## config.mk

```make
export PLATFORM = sky130hd
export DESIGN_NAME = interrupt_controller_flat
export DESIGN_NICKNAME = d
export VERILOG_FILES = /design/src/rtl/interrupt_controller_if.sv /design/src/rtl/interrupt_controller.sv /design/src/flat_wrapper.sv
export SDC_FILE = /design/constraint.sdc
export NUM_CORES = 1
export LEC_CHECK = 0
export ABC_AREA = 1
export CORE_UTILIZATION = 35
export CTS_BUF_LIST = sky130_fd_sc_hd__clkbuf_2 sky130_fd_sc_hd__clkbuf_4 sky130_fd_sc_hd__clkbuf_8
export DETAILED_ROUTE_END_ITERATION = 8
export PLACE_DENSITY = 0.69
export SLEW_MARGIN = 20
export SYNTH_ARGS = -nofsm -noshare
export SYNTH_HDL_FRONTEND = slang
export SYNTH_SLANG_ARGS = --single-unit
```

## constraint.sdc

```tcl
create_clock -name clk -period 1.3 [get_ports clk]
set_input_delay 0.13 -clock clk [delete_from_list [all_inputs] [get_ports clk]]
set_output_delay 0.13 -clock clk [all_outputs]
set_load 0.005 [all_outputs]
```

## src/rtl/interrupt_controller_if.sv

```systemverilog
// Pipeline-side bus of the interrupt controller: config register port plus
// the request/acknowledge and mret/EPC handshake with the core.
// master = pipeline / CSR side, slave = interrupt controller.
interface interrupt_controller_if #(
    parameter int XLEN = 32
);
    logic            cfg_we;
    logic [1:0]      cfg_addr;
    logic [XLEN-1:0] cfg_wdata;
    logic [XLEN-1:0] cfg_rdata;
    logic [XLEN-1:0] pc_in;
    logic            irq_req;
    logic [XLEN-1:0] irq_vec;
    logic            irq_ack;
    logic            mret;
    logic            epc_taken;
    logic [XLEN-1:0] epc_out;

    modport master (
        output cfg_we, cfg_addr, cfg_wdata, pc_in, irq_ack, mret,
        input  cfg_rdata, irq_req, irq_vec, epc_taken, epc_out
    );

    modport slave (
        input  cfg_we, cfg_addr, cfg_wdata, pc_in, irq_ack, mret,
        output cfg_rdata, irq_req, irq_vec, epc_taken, epc_out
    );
endinterface

```

## src/rtl/interrupt_controller.sv

```systemverilog
// N-channel vectored interrupt controller for the 3-stage RISC-V core.
// Per-channel enable, pending and edge/level mode, fixed priority (bit 0
// highest), request/ack handshake with the pipeline, EPC capture and return
// on mret.  Config map: 0=ENABLE 1=PENDING 2=MODE 3=STATUS.
// Build option: define IRQ_SYNC_EN to put a 2-flop synchroniser on every
// irq_in bit; without it irq_in must already be synchronous to clk.
module interrupt_controller #(
    parameter int              NUM_IRQ    = 8,
    parameter int              XLEN       = 32,
    parameter logic [XLEN-1:0] VEC_BASE   = XLEN'(32'h0000_0100),
    parameter int unsigned     VEC_STRIDE = 4
) (
    input  logic                 clk,
    input  logic                 rst,
    input  logic [NUM_IRQ-1:0]   irq_in,
    interrupt_controller_if.slave bus
);
    localparam int ID_W = 5;

    typedef enum logic [1:0] {
        IDLE    = 2'd0,
        REQ     = 2'd1,
        SERVICE = 2'd2
    } state_t;

    state_t              state_reg, state_next;
    logic [NUM_IRQ-1:0]  sync;
    logic [NUM_IRQ-1:0]  sync_d_reg;
    logic [NUM_IRQ-1:0]  rise;
    logic [NUM_IRQ-1:0]  enable_reg;
    logic [NUM_IRQ-1:0]  mode_reg;
    logic [NUM_IRQ-1:0]  pending_reg, pending_next;
    logic [NUM_IRQ-1:0]  req_vec;
    logic [NUM_IRQ-1:0]  id_onehot;
    logic                gie_reg;
    logic [ID_W-1:0]     id_reg;
    logic [ID_W-1:0]     sel_id;
    logic [XLEN-1:0]     irq_vec_reg;
    logic [XLEN-1:0]     vec_calc;
    logic                irq_req_reg, irq_req_next;
    logic                epc_taken_reg;
    logic [XLEN-1:0]     epc_out_reg;
    logic [XLEN-1:0]     rdata;
    logic                any_req;
    logic                cur_active;
    logic                start;
    logic                ack_take;
    logic                mret_take;
    logic                in_service;
    logic                wr_enable, wr_pending, wr_mode, wr_status;
    logic                unused_wdata;

    // Input synchronisation: optional double flop, otherwise pass-through.
`ifdef IRQ_SYNC_EN
    generate
        for (genvar gi = 0; gi < NUM_IRQ; gi++) begin : g_sync
            logic meta_reg;
            logic sync_reg;
            // Two-stage synchroniser for one interrupt line.
            always_ff @(posedge clk or negedge rst) begin
                if (!rst) begin
                    meta_reg <= 1'b0;
                    sync_reg <= 1'b0;
                end else begin
                    meta_reg <= irq_in[gi];
                    sync_reg <= meta_reg;
                end
            end
            assign sync[gi] = sync_reg;
        end
    endgenerate
`else
    assign sync = irq_in;
`endif

    // Delayed copy of the synced lines for rising-edge detection.
    always_ff @(posedge clk or negedge rst) begin
        if (!rst) begin
            sync_d_reg <= '0;
        end else begin
            sync_d_reg <= sync;
        end
    end

    assign rise = sync & ~sync_d_reg;

    // Config write decode.
    assign wr_enable  = bus.cfg_we && (bus.cfg_addr == 2'd0);
    assign wr_pending = bus.cfg_we && (bus.cfg_addr == 2'd1);
    assign wr_mode    = bus.cfg_we && (bus.cfg_addr == 2'd2);
    assign wr_status  = bus.cfg_we && (bus.cfg_addr == 2'd3);

    assign unused_wdata = ^bus.cfg_wdata;

    // Per-channel pending update.  Edge channels: a rise sets, W1C or an
    // accepted ack of this channel clears, and a rise beats any clear in the
    // same cycle.  Level channels simply follow the synced line.
    generate
        for (genvar gi = 0; gi < NUM_IRQ; gi++) begin : g_pend
            logic clr;
            assign id_onehot[gi] = (id_reg == ID_W'(gi));
            assign clr = (wr_pending && bus.cfg_wdata[gi])
                       || (ack_take && id_onehot[gi]);
            assign pending_next[gi] = mode_reg[gi]
                                    ? (rise[gi] | (pending_reg[gi] & ~clr))
                                    : sync[gi];
        end
    endgenerate

    assign req_vec    = pending_reg & enable_reg;
    assign any_req    = gie_reg && (|req_vec);
    assign cur_active = |(id_onehot & req_vec);
    assign in_service = (state_reg == SERVICE);

    // Fixed-priority pick: lowest set index wins.
    always_comb begin
        sel_id = '0;
        for (int i = NUM_IRQ - 1; i >= 0; i--) begin
            if (req_vec[i]) begin
                sel_id = ID_W'(i);
            end
        end
    end

    // Trap vector of the selected channel, wrapping at XLEN.
    assign vec_calc = VEC_BASE + XLEN'(sel_id) * XLEN'(VEC_STRIDE);

    // Next-state logic.  An ack is only honoured once irq_req has actually
    // been presented, and it beats a simultaneous cancel.  IDLE holds off
    // while the epc_taken pulse is out so new requests start a cycle later.
    always_comb begin
        state_next = state_reg;
        start      = 1'b0;
        ack_take   = 1'b0;
        mret_take  = 1'b0;
        case (state_reg)
            IDLE: begin
                if (any_req && !epc_taken_reg) begin
                    start      = 1'b1;
                    state_next = REQ;
                end
            end
            REQ: begin
                if (bus.irq_ack && irq_req_reg) begin
                    ack_take   = 1'b1;
                    state_next = SERVICE;
                end else if (!gie_reg || !cur_active) begin
                    state_next = IDLE;
                end
            end
            SERVICE: begin
                if (bus.mret) begin
                    mret_take  = 1'b1;
                    state_next = IDLE;
                end
            end
            default: begin
                state_next = IDLE;
            end
        endcase
    end

    // irq_req is high only while the FSM stays in REQ, so a request that is
    // cancelled on its first REQ cycle never reaches the pipeline.
    assign irq_req_next = (state_reg == REQ) && (state_next == REQ);

    // FSM state register.
    always_ff @(posedge clk or negedge rst) begin
        if (!rst) begin
            state_reg <= IDLE;
        end else begin
            state_reg <= state_next;
        end
    end

    // Config registers; FSM updates of GIE take precedence over writes.
    always_ff @(posedge clk or negedge rst) begin
        if (!rst) begin
            enable_reg  <= '0;
            mode_reg    <= '0;
            pending_reg <= '0;
            gie_reg     <= 1'b0;
        end else begin
            pending_reg <= pending_next;
            if (wr_enable) begin
                enable_reg <= bus.cfg_wdata[NUM_IRQ-1:0];
            end
            if (wr_mode) begin
                mode_reg <= bus.cfg_wdata[NUM_IRQ-1:0];
            end
            if (ack_take) begin
                gie_reg <= 1'b0;
            end else if (mret_take) begin
                gie_reg <= 1'b1;
            end else if (wr_status) begin
                gie_reg <= bus.cfg_wdata[0];
            end
        end
    end

    // Handshake outputs, latched id/vector and saved EPC.
    always_ff @(posedge clk or negedge rst) begin
        if (!rst) begin
            id_reg        <= '0;
            irq_vec_reg   <= '0;
            irq_req_reg   <= 1'b0;
            epc_taken_reg <= 1'b0;
            epc_out_reg   <= '0;
        end else begin
            irq_req_reg   <= irq_req_next;
            epc_taken_reg <= mret_take;
            if (start) begin
                id_reg      <= sel_id;
                irq_vec_reg <= vec_calc;
            end
            if (ack_take) begin
                epc_out_reg <= bus.pc_in;
            end
        end
    end

    // Combinational register read.
    always_comb begin
        rdata = '0;
        case (bus.cfg_addr)
            2'd0:    rdata = XLEN'(enable_reg);
            2'd1:    rdata = XLEN'(pending_reg);
            2'd2:    rdata = XLEN'(mode_reg);
            default: rdata = XLEN'({id_reg, 6'b0, in_service, gie_reg});
        endcase
    end

    assign bus.cfg_rdata = rdata;
    assign bus.irq_req   = irq_req_reg;
    assign bus.irq_vec   = irq_vec_reg;
    assign bus.epc_taken = epc_taken_reg;
    assign bus.epc_out   = epc_out_reg;
endmodule
```

## src/flat_wrapper.sv

```systemverilog
// flat-port wrapper written by rule: the top's interface ports become plain ports
module interrupt_controller_flat 
#(
    parameter int              NUM_IRQ    = 8,
    parameter int              XLEN       = 32,
    parameter logic [XLEN-1:0] VEC_BASE   = XLEN'(32'h0000_0100),
    parameter int unsigned     VEC_STRIDE = 4
)
  (clk, rst, irq_in, bus_cfg_we, bus_cfg_addr, bus_cfg_wdata, bus_pc_in, bus_irq_ack, bus_mret, bus_cfg_rdata, bus_irq_req, bus_irq_vec, bus_epc_taken, bus_epc_out);
  interrupt_controller_if #(.XLEN(XLEN)) bus_i ();
  input  logic clk;
  input  logic rst;
  input  logic [NUM_IRQ-1:0] irq_in;
  input wire logic [$bits(bus_i.cfg_we)-1:0] bus_cfg_we;
  input wire logic [$bits(bus_i.cfg_addr)-1:0] bus_cfg_addr;
  input wire logic [$bits(bus_i.cfg_wdata)-1:0] bus_cfg_wdata;
  input wire logic [$bits(bus_i.pc_in)-1:0] bus_pc_in;
  input wire logic [$bits(bus_i.irq_ack)-1:0] bus_irq_ack;
  input wire logic [$bits(bus_i.mret)-1:0] bus_mret;
  output wire logic [$bits(bus_i.cfg_rdata)-1:0] bus_cfg_rdata;
  output wire logic [$bits(bus_i.irq_req)-1:0] bus_irq_req;
  output wire logic [$bits(bus_i.irq_vec)-1:0] bus_irq_vec;
  output wire logic [$bits(bus_i.epc_taken)-1:0] bus_epc_taken;
  output wire logic [$bits(bus_i.epc_out)-1:0] bus_epc_out;
  assign bus_i.cfg_we = bus_cfg_we;
  assign bus_i.cfg_addr = bus_cfg_addr;
  assign bus_i.cfg_wdata = bus_cfg_wdata;
  assign bus_i.pc_in = bus_pc_in;
  assign bus_i.irq_ack = bus_irq_ack;
  assign bus_i.mret = bus_mret;
  assign bus_cfg_rdata = bus_i.cfg_rdata;
  assign bus_irq_req = bus_i.irq_req;
  assign bus_irq_vec = bus_i.irq_vec;
  assign bus_epc_taken = bus_i.epc_taken;
  assign bus_epc_out = bus_i.epc_out;
  interrupt_controller #(.NUM_IRQ(NUM_IRQ), .XLEN(XLEN), .VEC_BASE(VEC_BASE), .VEC_STRIDE(VEC_STRIDE)) u_core (.clk(clk), .rst(rst), .irq_in(irq_in), .bus(bus_i));
endmodule
```

==> reports/summary.md, run 1 <==
The run finished, with violations left. The checks that failed: negative setup slack. The core region is 0.00991 mm². The number of standard cells after synthesis was 447; the wire length per cell was 13.5 µm.

Setup repair after global routing could not meet its margin everywhere. Data on the critical path arrives at its endpoint at 1.59 ns. For the maximum vdd drop, the log shows 0.648 mV. The worst setup path category is flip-flop to flip-flop. In this run the clock root is driven by a clkbuf_8.

The proportion of power drawn by combinational gates was 35.6%. For this design the ratio of total power to cell area is 1330 mW/mm². The worst hold-check path type is primary input to flip-flop. The die is 104 µm tall. The tools report the floorplan die area as 0.0108 mm². The initial core utilization came out at 36.7%. Detailed placement finished with a half-perimeter wire length of 6500 µm. The count of cells along the worst hold path was 1; the total area of multi-input combinational cells was 0.00170 mm².

The initial antenna violation count was 0; the register-to-register setup slack was -0.05 ns. The first routing iteration left 208 violations. The die width works out to 104 µm.

The area of all placed cells without fillers was 0.00568 mm². The first detailed-routing pass ran for 5 iterations. The final critical path takes up 104% of the cycle. The worst clock skew is 0.0117 ns.

The register with the most flip-flops in the layout has 32 of them. For the clock sink total, the log shows 73. The count of placed standard cells in the final layout, fillers left out was 763. Register bit count reported by yosys: 73. The tools report the critical path launch point type as a flip-flop.

In the routed design, unresolved DRC markers number 0. In the final layout, the share of cells above drive strength 1 is 29.5%. The tools report the netlist area before placement as 0.00363 mm².

Wires add up to 10300 µm. Across the run, the number of max-cap violations was 0. Before CTS, the worst setup slack after placement is -0.577 ns.

The part of the total power dissipated in the clock network is 26.2%. The worst hold path terminates at u_core.sync_d_reg[7]. The smallest setup slack after layout came out at -0.0493 ns. Net switching is 32.6% of the power. At the later pin of the worst-skew pair, clock insertion delay measures 0.36 ns.

For this design the total switching power over the nets is 2.45 mW. Fill cells in the final layout number 848. After global routing the overflow that remains totals 0. The tools report the endpoint of the worst-slack reg-to-reg timing path as u_core.bus.epc_out[27]. By area the synthesized netlist is led by dfrtp_1 50%, nand2_1 21%, buf_4 10%, inv_1 2.6%, nand4_1 2.4%. At the end of routability-driven placement, the weighted congestion stood at 0.874. Across the whole layout, storage elements account for 0.00183 mm². The run gives 9 as the TritonCTS buffer count. Once placement finished, the instance area stood at 0.00485 mm². The instance count after placement with tap cells included was 705.

The signal on the critical path passes through inv_2, nand2_2, nor2_4, clkinv_4, clkbuf_16, nand2_2, nand2_1. The number of cells on the worst reg-to-reg path is 7. Slowest stage cell on the critical path: dfrtp_1. STA classifies the critical path endpoint as a flip-flop. For the distinct cell type count after synthesis, the log shows 23. For this run, the slowest stage of the critical path takes 0.42 ns. The clock transition at the register clock pins on the worst setup and hold paths after CTS came out at 0.08 ns.

The library cell occupying the most area in the post-synthesis netlist is dfrtp_1. The clock tree buffer depth was 2. Most common cell after layout, fill and taps aside: nand2_1. In this run the worst path has a maximum fanout of 6. Timing would allow up to 0.741 GHz. The floorplan has 36 rows. The critical path contains buffers and inverters numbering 3 combined.

The final route contains 3513 vias. The fraction of synthesized cell area taken by the top area cell type works out to 50.3%. Relative contribution of sequential cells to total power: 38.2%. The detail-routed via count per cell was 4.60. Number of placed I/O pins: 177.

In the layout the commonest cells are 165 x nand2_1, 72 x dfrtp_1, 51 x clkdlybuf4s50_1. On the critical path the largest part of the delay comes from buffers and inverters. The required time reported for the critical path endpoint is 1.54 ns, and the synthesis warning total is 0. The time the final worst path needs with I/O delays and setup came out at 1.35 ns. Counting stages on the worst path, the most repeated cell is nand2_2. Input and output buffers added on the ports amount to 103.

The logs give 0 for the number of slew-limit violations in the final report and 16000 µm for the first-pass GRT wire length. TritonCTS built the clock tree. The tools report the number of global-route vias before repair as 3268. For the final-report setup violation count, the log shows 28. The number of H-tree levels is 3, and the internal power is 5.08 mW.

The layout overhead on the synthesized area works out to 56.4%. 0 antenna diodes ended up in the layout. The count of nets left with antenna violations once routing finished came out at 0. Entering global routing, the biggest net connects 74 pins.

Dividing the synthesized area by the synthesized cell count gives 8.13 µm². The share of the yosys chip area belonging to registers is 50.3%. Global routing consumed, over all layers together, 18.6% of the routing resources. The net count of the finished layout is 704. Summed over all cells, the static leakage comes to 3.08 nW. The worst register-to-register path begins at u_core.state_reg[1]. After routing, the total negative slack on setup checks comes to -0.544 ns. The number of hold violations in the final report was 0. Worst hold path startpoint: irq_in[7].
==> logic make-up after synthesis <==
kind of cell / synth area share (%)
AND/OR/NAND/NOR: 29.5
buffers and inverters: 15.2
other: 0.103
flip-flops: 50.3
AO/OA/AOI/OAI: 4.85
==> cells in the mapped netlist, drive strengths merged <==
cell	n
nor2	18
inv	29
a31o	1
nand4	14
buf	59
nand3b	1
o21ai	23
a31oi	1
nand3	15
nand2	210
dfrtp	73
conb	1
o2111ai	1
o21a	1
==> worst max path at each step <==
stage                             end                 from  slack [ns]  depth (start not counted)
6_report       u_core.bus.epc_out[27]  u_core.state_reg[1]       -0.05                          7
5_1_grt        u_core.bus.epc_out[19]  u_core.state_reg[1]       -0.12                          7
4_1_cts              bus_cfg_rdata[9]     u_core.id_reg[1]       -0.13                          6
3_5_place_dp         bus_cfg_rdata[0]      bus_cfg_addr[0]       -0.58                          6
3_3_place_gp         bus_cfg_rdata[0]      bus_cfg_addr[0]       -0.54                          6
2_1_floorplan     u_core.state_reg[0]     u_core.id_reg[0]        0.18                          8
==> final cells by class <==
cell class / instances / area share [%]
multi-input cells: 336 / 29.9
well taps: 133 / 2.93
inverters: 29 / 2.18
repair buffers: 176 / 29.0
clock inverters: 7 / 1.65
flip-flops and latches: 73 / 32.2
clock buffers: 9 / 2.18
==> stage by stage <==
step	util [%]	hold slack, ns	power (mW)
after global placement	49.0	0.173	4.82
after global routing	57.3	0.241	7.94
after CTS	54.3	0.232	7.21
after detailed placement	49.0	0.178	4.86
after floorplan	-	-0.166	3.77
final	57.3	0.244	7.53
==> power by group through the flow <==
| stage | Sequential [mW] | Clock, mW | Combinational (mW) |
|---|---|---|---|
| 6_report | 2.88 | 1.97 | 2.69 |
| 5_1_grt | 2.91 | 2.13 | 2.90 |
| 4_1_cts | 2.83 | 2.03 | 2.35 |
| 3_5_place_dp | 2.90 | 0 | 1.96 |
| 3_3_place_gp | 2.90 | 0 | 1.92 |
| 2_1_floorplan | 2.91 | 0 | 0.863 |
==> layer usage <==
layer,wire length (µm),part of all wire [%],track usage (%),up-vias
li1,-,-,-,1656
met1,4130,40,23.2,1614
met4,226,2.2,7.76,0
met3,822,8.0,3.63,26
met2,5100,50,31.5,217
met5,0,0,0,-
==> repair_timing <==
item,4_1_cts,5_1_grt
endpoints found under the hold margin,73,0
setup buffers,32,7
endpoints found under the setup margin,56,55
gates resized for setup,106,90
gates cloned,2,2
hold buffers,1,0
pin swaps,13,18
(Power assumes the default switching activity.)
==> run 2, diff against run 1 <==
--- a/config.mk
+++ b/config.mk
@@ -6,8 +6,10 @@
 export NUM_CORES = 1
 export LEC_CHECK = 0
 export ABC_AREA = 1
+export CORE_MARGIN = 4
 export CORE_UTILIZATION = 35
 export CTS_BUF_LIST = sky130_fd_sc_hd__clkbuf_2 sky130_fd_sc_hd__clkbuf_4 sky130_fd_sc_hd__clkbuf_8
+export CTS_CLUSTER_SIZE = 30
 export DETAILED_ROUTE_END_ITERATION = 8
 export PLACE_DENSITY = 0.69
 export SLEW_MARGIN = 20
==> run 2 against run 1 <==
Effect of this change: the flow still finishes with violations (negative setup slack); clock skew is 0.0033 ns lower; combinational power is 7.4% lower; global-route usage is 2.5 points lower; first-iteration DRC count is 0.96% higher; register-to-register slack worse by 0.08 ns; power is 0.50% lower; sequential power is 2% lower; utilization is 3.4 points lower; clock power is 10% higher; critical endpoint is now u_core.state_reg[0]; largest power group unchanged.
==> reports/summary.md, run 2 (synthesis gave the netlist of run 1 again) <==
The flow ran to the end, but the final reports show violations. The checks that failed: negative setup slack. The tools report the hold slack as 0.249 ns (+0.00506 ns).

The number of optimization iterations in the first detailed-route pass is 5 (unchanged), and the required time reported for the critical path endpoint is 1.53 ns (about the same). The final estimated routing congestion in global placement came out at 0.856 (-2.1%). The maximum single-stage delay on the critical path came out at 0.39 ns (-0.03 ns). The first-pass GRT wire length came out at 15300 µm (-4.5%). The run gives 10200 µm (-0.33%) as the final routed wirelength across all metal layers.

In this run the critical register-to-register path is launched from u_core.id_reg[0]. The power per standard cell area is 1390 mW/mm² (+5.2%), and the post-route DRC violation count is 0 (unchanged). The run gives 0.698 GHz (-5.8%) as the upper clock frequency limit.

The worst setup path is launched from a flip-flop. Layout overhead on the synthesized area: 47.8%. The share of post-route cells with drive strength above 1 was 23.0% (-6.5 points). TritonCTS built the clock tree.

The worst hold-check path type was primary input to flip-flop. Number of placed I/O pins: 177 (unchanged). The tools report the half-perimeter wire length after detailed placement as 7000 µm (+7.7%).

Number of inserted diodes: 0 (unchanged). The DRC marker count from the first detailed-route iteration was 210 (+0.96%); the logic depth of the worst register-to-register path was 10 (+3). The worst clock skew is 0.00845 ns (-0.00329 ns). The die width works out to 110 µm (+5.8%). The final layout net count was 695 (-1.3%); the maximum vdd drop was 0.710 mV (+9.5%).

The number of port buffers works out to 103 (unchanged). Time the final worst path needs with I/O delays and setup: 1.43 ns (+0.0825 ns). The instance count after placement with tap cells included is 703 (-0.28%). Setup repair after global routing could not meet its margin everywhere.

The pin count of the biggest net entering global routing was 74 (unchanged); the core area was 0.00995 mm² (+0.45%). The clock root buffer master was clkbuf_8. The clock tree buffer depth was 2 (unchanged). Count of cells along the worst hold path: 1 (unchanged).

The top cell types in the final layout, fill and taps aside, are 194 x nand2_1, 72 x dfrtp_1, 54 x buf_4. The logs give -0.13 ns (-0.08 ns) for the register-to-register setup slack and 0 (unchanged) for the number of hold violations in the final report. The logs give 0 (unchanged) for the initial antenna violation count and 3427 (-2.4%) for the total vias in the final route. The run gives 5 (-82%) as the final-report setup violation count. The worst hold path begins at irq_in[5]. Among all stages on the critical path, the largest delay is contributed by dfrtp_1. The run gives 9 (unchanged) as the TritonCTS buffer count. Detail-routed via count per cell: 4.55 (-1.3%). The tools report the count of placed standard cells in the final layout, fillers left out as 754 (-1.2%).

The path with the worst hold slack has its endpoint at u_core.sync_d_reg[5]. The smallest setup slack after layout was -0.132 ns (-0.0825 ns); the clock transition at the register clock pins on the worst setup and hold paths after CTS was 0.08 ns (about the same). The tools report the number of H-tree levels as 3 (unchanged).

The tools report the initial core utilization as 36.5% (-0.17 points). For the floorplan die area, the log shows 0.0121 mm² (+12%). The number of placement rows came out at 36 (unchanged). The worst register-to-register path ends at u_core.state_reg[0]. The run gives 2.99 nW (-2.8%) as the leakage power total.

The signal on the critical path passes through buf_6, buf_6, buf_6, buf_4, nand4_1, nand2_1, nor2_1, nand2_1, nand2_2, nand2_1. The total routing resource utilization after global routing was 16.2% (-2.5 points). The sum of negative setup slack came out at -0.327 ns (+0.217 ns). The largest fanout of any net on the critical path was 3 (-3); the wire length per cell was 13.6 µm (+0.86%). The number of maximum-capacitance constraint violations was 0 (unchanged); the number of slew-limit violations in the final report was 0 (unchanged). The flip-flop count of the largest register after layout is 32 (unchanged). The number of global-route vias before repair came out at 3187 (-2.5%). The run gives 0 (unchanged) as the remaining antenna violation count after routing. The tools report the arrival time at the worst endpoint as 1.67 ns (+0.08 ns). The worst setup path is of the flip-flop to flip-flop kind.

The portion of the clock cycle consumed by the worst path in the final layout works out to 110% (+6.3 points). The element type at the critical path end was a flip-flop. The floorplan die height was 110 µm (+5.8%).

The tools report the clock sink total as 73 (unchanged). The library cell used most frequently in the layout, excluding fill and tap cells, is nand2_1. Insertion delay of the later-clocked pin in the worst-skew pair: 0.34 ns (-0.02 ns). The tools report the global-route congestion overflow total as 0 (unchanged).
[run 2: worst max path at each step]
stage	start	endpoint	cells after the start
floorplan	u_core.id_reg[0]	u_core.state_reg[0]	8
global placement	bus_cfg_addr[0]	bus_cfg_rdata[1]	7
detailed placement	bus_cfg_addr[0]	bus_cfg_rdata[1]	7
CTS	u_core.state_reg[0]	bus_cfg_rdata[1]	4
global route	u_core.id_reg[0]	u_core.state_reg[0]	10
finish	u_core.id_reg[0]	u_core.state_reg[0]	10
[run 2: power by group]
| part | leakage (nW) | internal, mW | switching [mW] |
|---|---|---|---|
| Combinational | 1.93 | 1.25 | 1.23 |
| Clock | 0.121 | 1.31 | 0.866 |
| Sequential | 0.943 | 2.62 | 0.217 |
[run 2: worst max-delay path: cells and delay by family (launching register included)]
| family | cells | cell delay [ns] |
|---|---|---|
| buffers and inverters | 4 | 0.48 |
| DFF | 1 | 0.39 |
| and+or+nand+nor | 6 | 0.45 |
[run 2: repair_timing]
| item | in CTS | in global routing |
|---|---|---|
| setup endpoints to repair | 55 | 19 |
| hold buffers | 1 | 0 |
| pin swaps | 10 | 13 |
| resized for setup | 102 | 34 |
| buffers inserted | 23 | 11 |
| endpoints found under the hold margin | 73 | 0 |
| cloned | 2 | 0 |
[run 2: layout make-up]
type,count,area [µm²]
multi-input combinational,336,1560
tap,133,166
timing repair buffer,167,1460
clock buffer,10,131
clock inverter,6,115
inverter,29,121
sequential,73,1830
fill,905,4580
[run 2: per-stage QoR]
stage          util (%)  total power, mW  area, µm²  setup WS (ns)
2_1_floorplan         -             3.77       3810          0.178
3_3_place_gp       48.4             4.77       4820         -0.559
3_5_place_dp       48.4             4.81       4820         -0.576
4_1_cts            53.0             7.33       5270         -0.165
5_1_grt            54.0             7.91       5370         -0.223
6_report           54.0             7.50       5370         -0.132
[run 2: metal layers]
metal / vias up / wire [µm] / track usage, %
met1: 1590 / 4110 / 20.1
met4: 0 / 196 / 4.63
met2: 172 / 5060 / 28.2
met5: - / 0 / 0
li1: 1643 / - / -
met3: 22 / 878 / 3.29
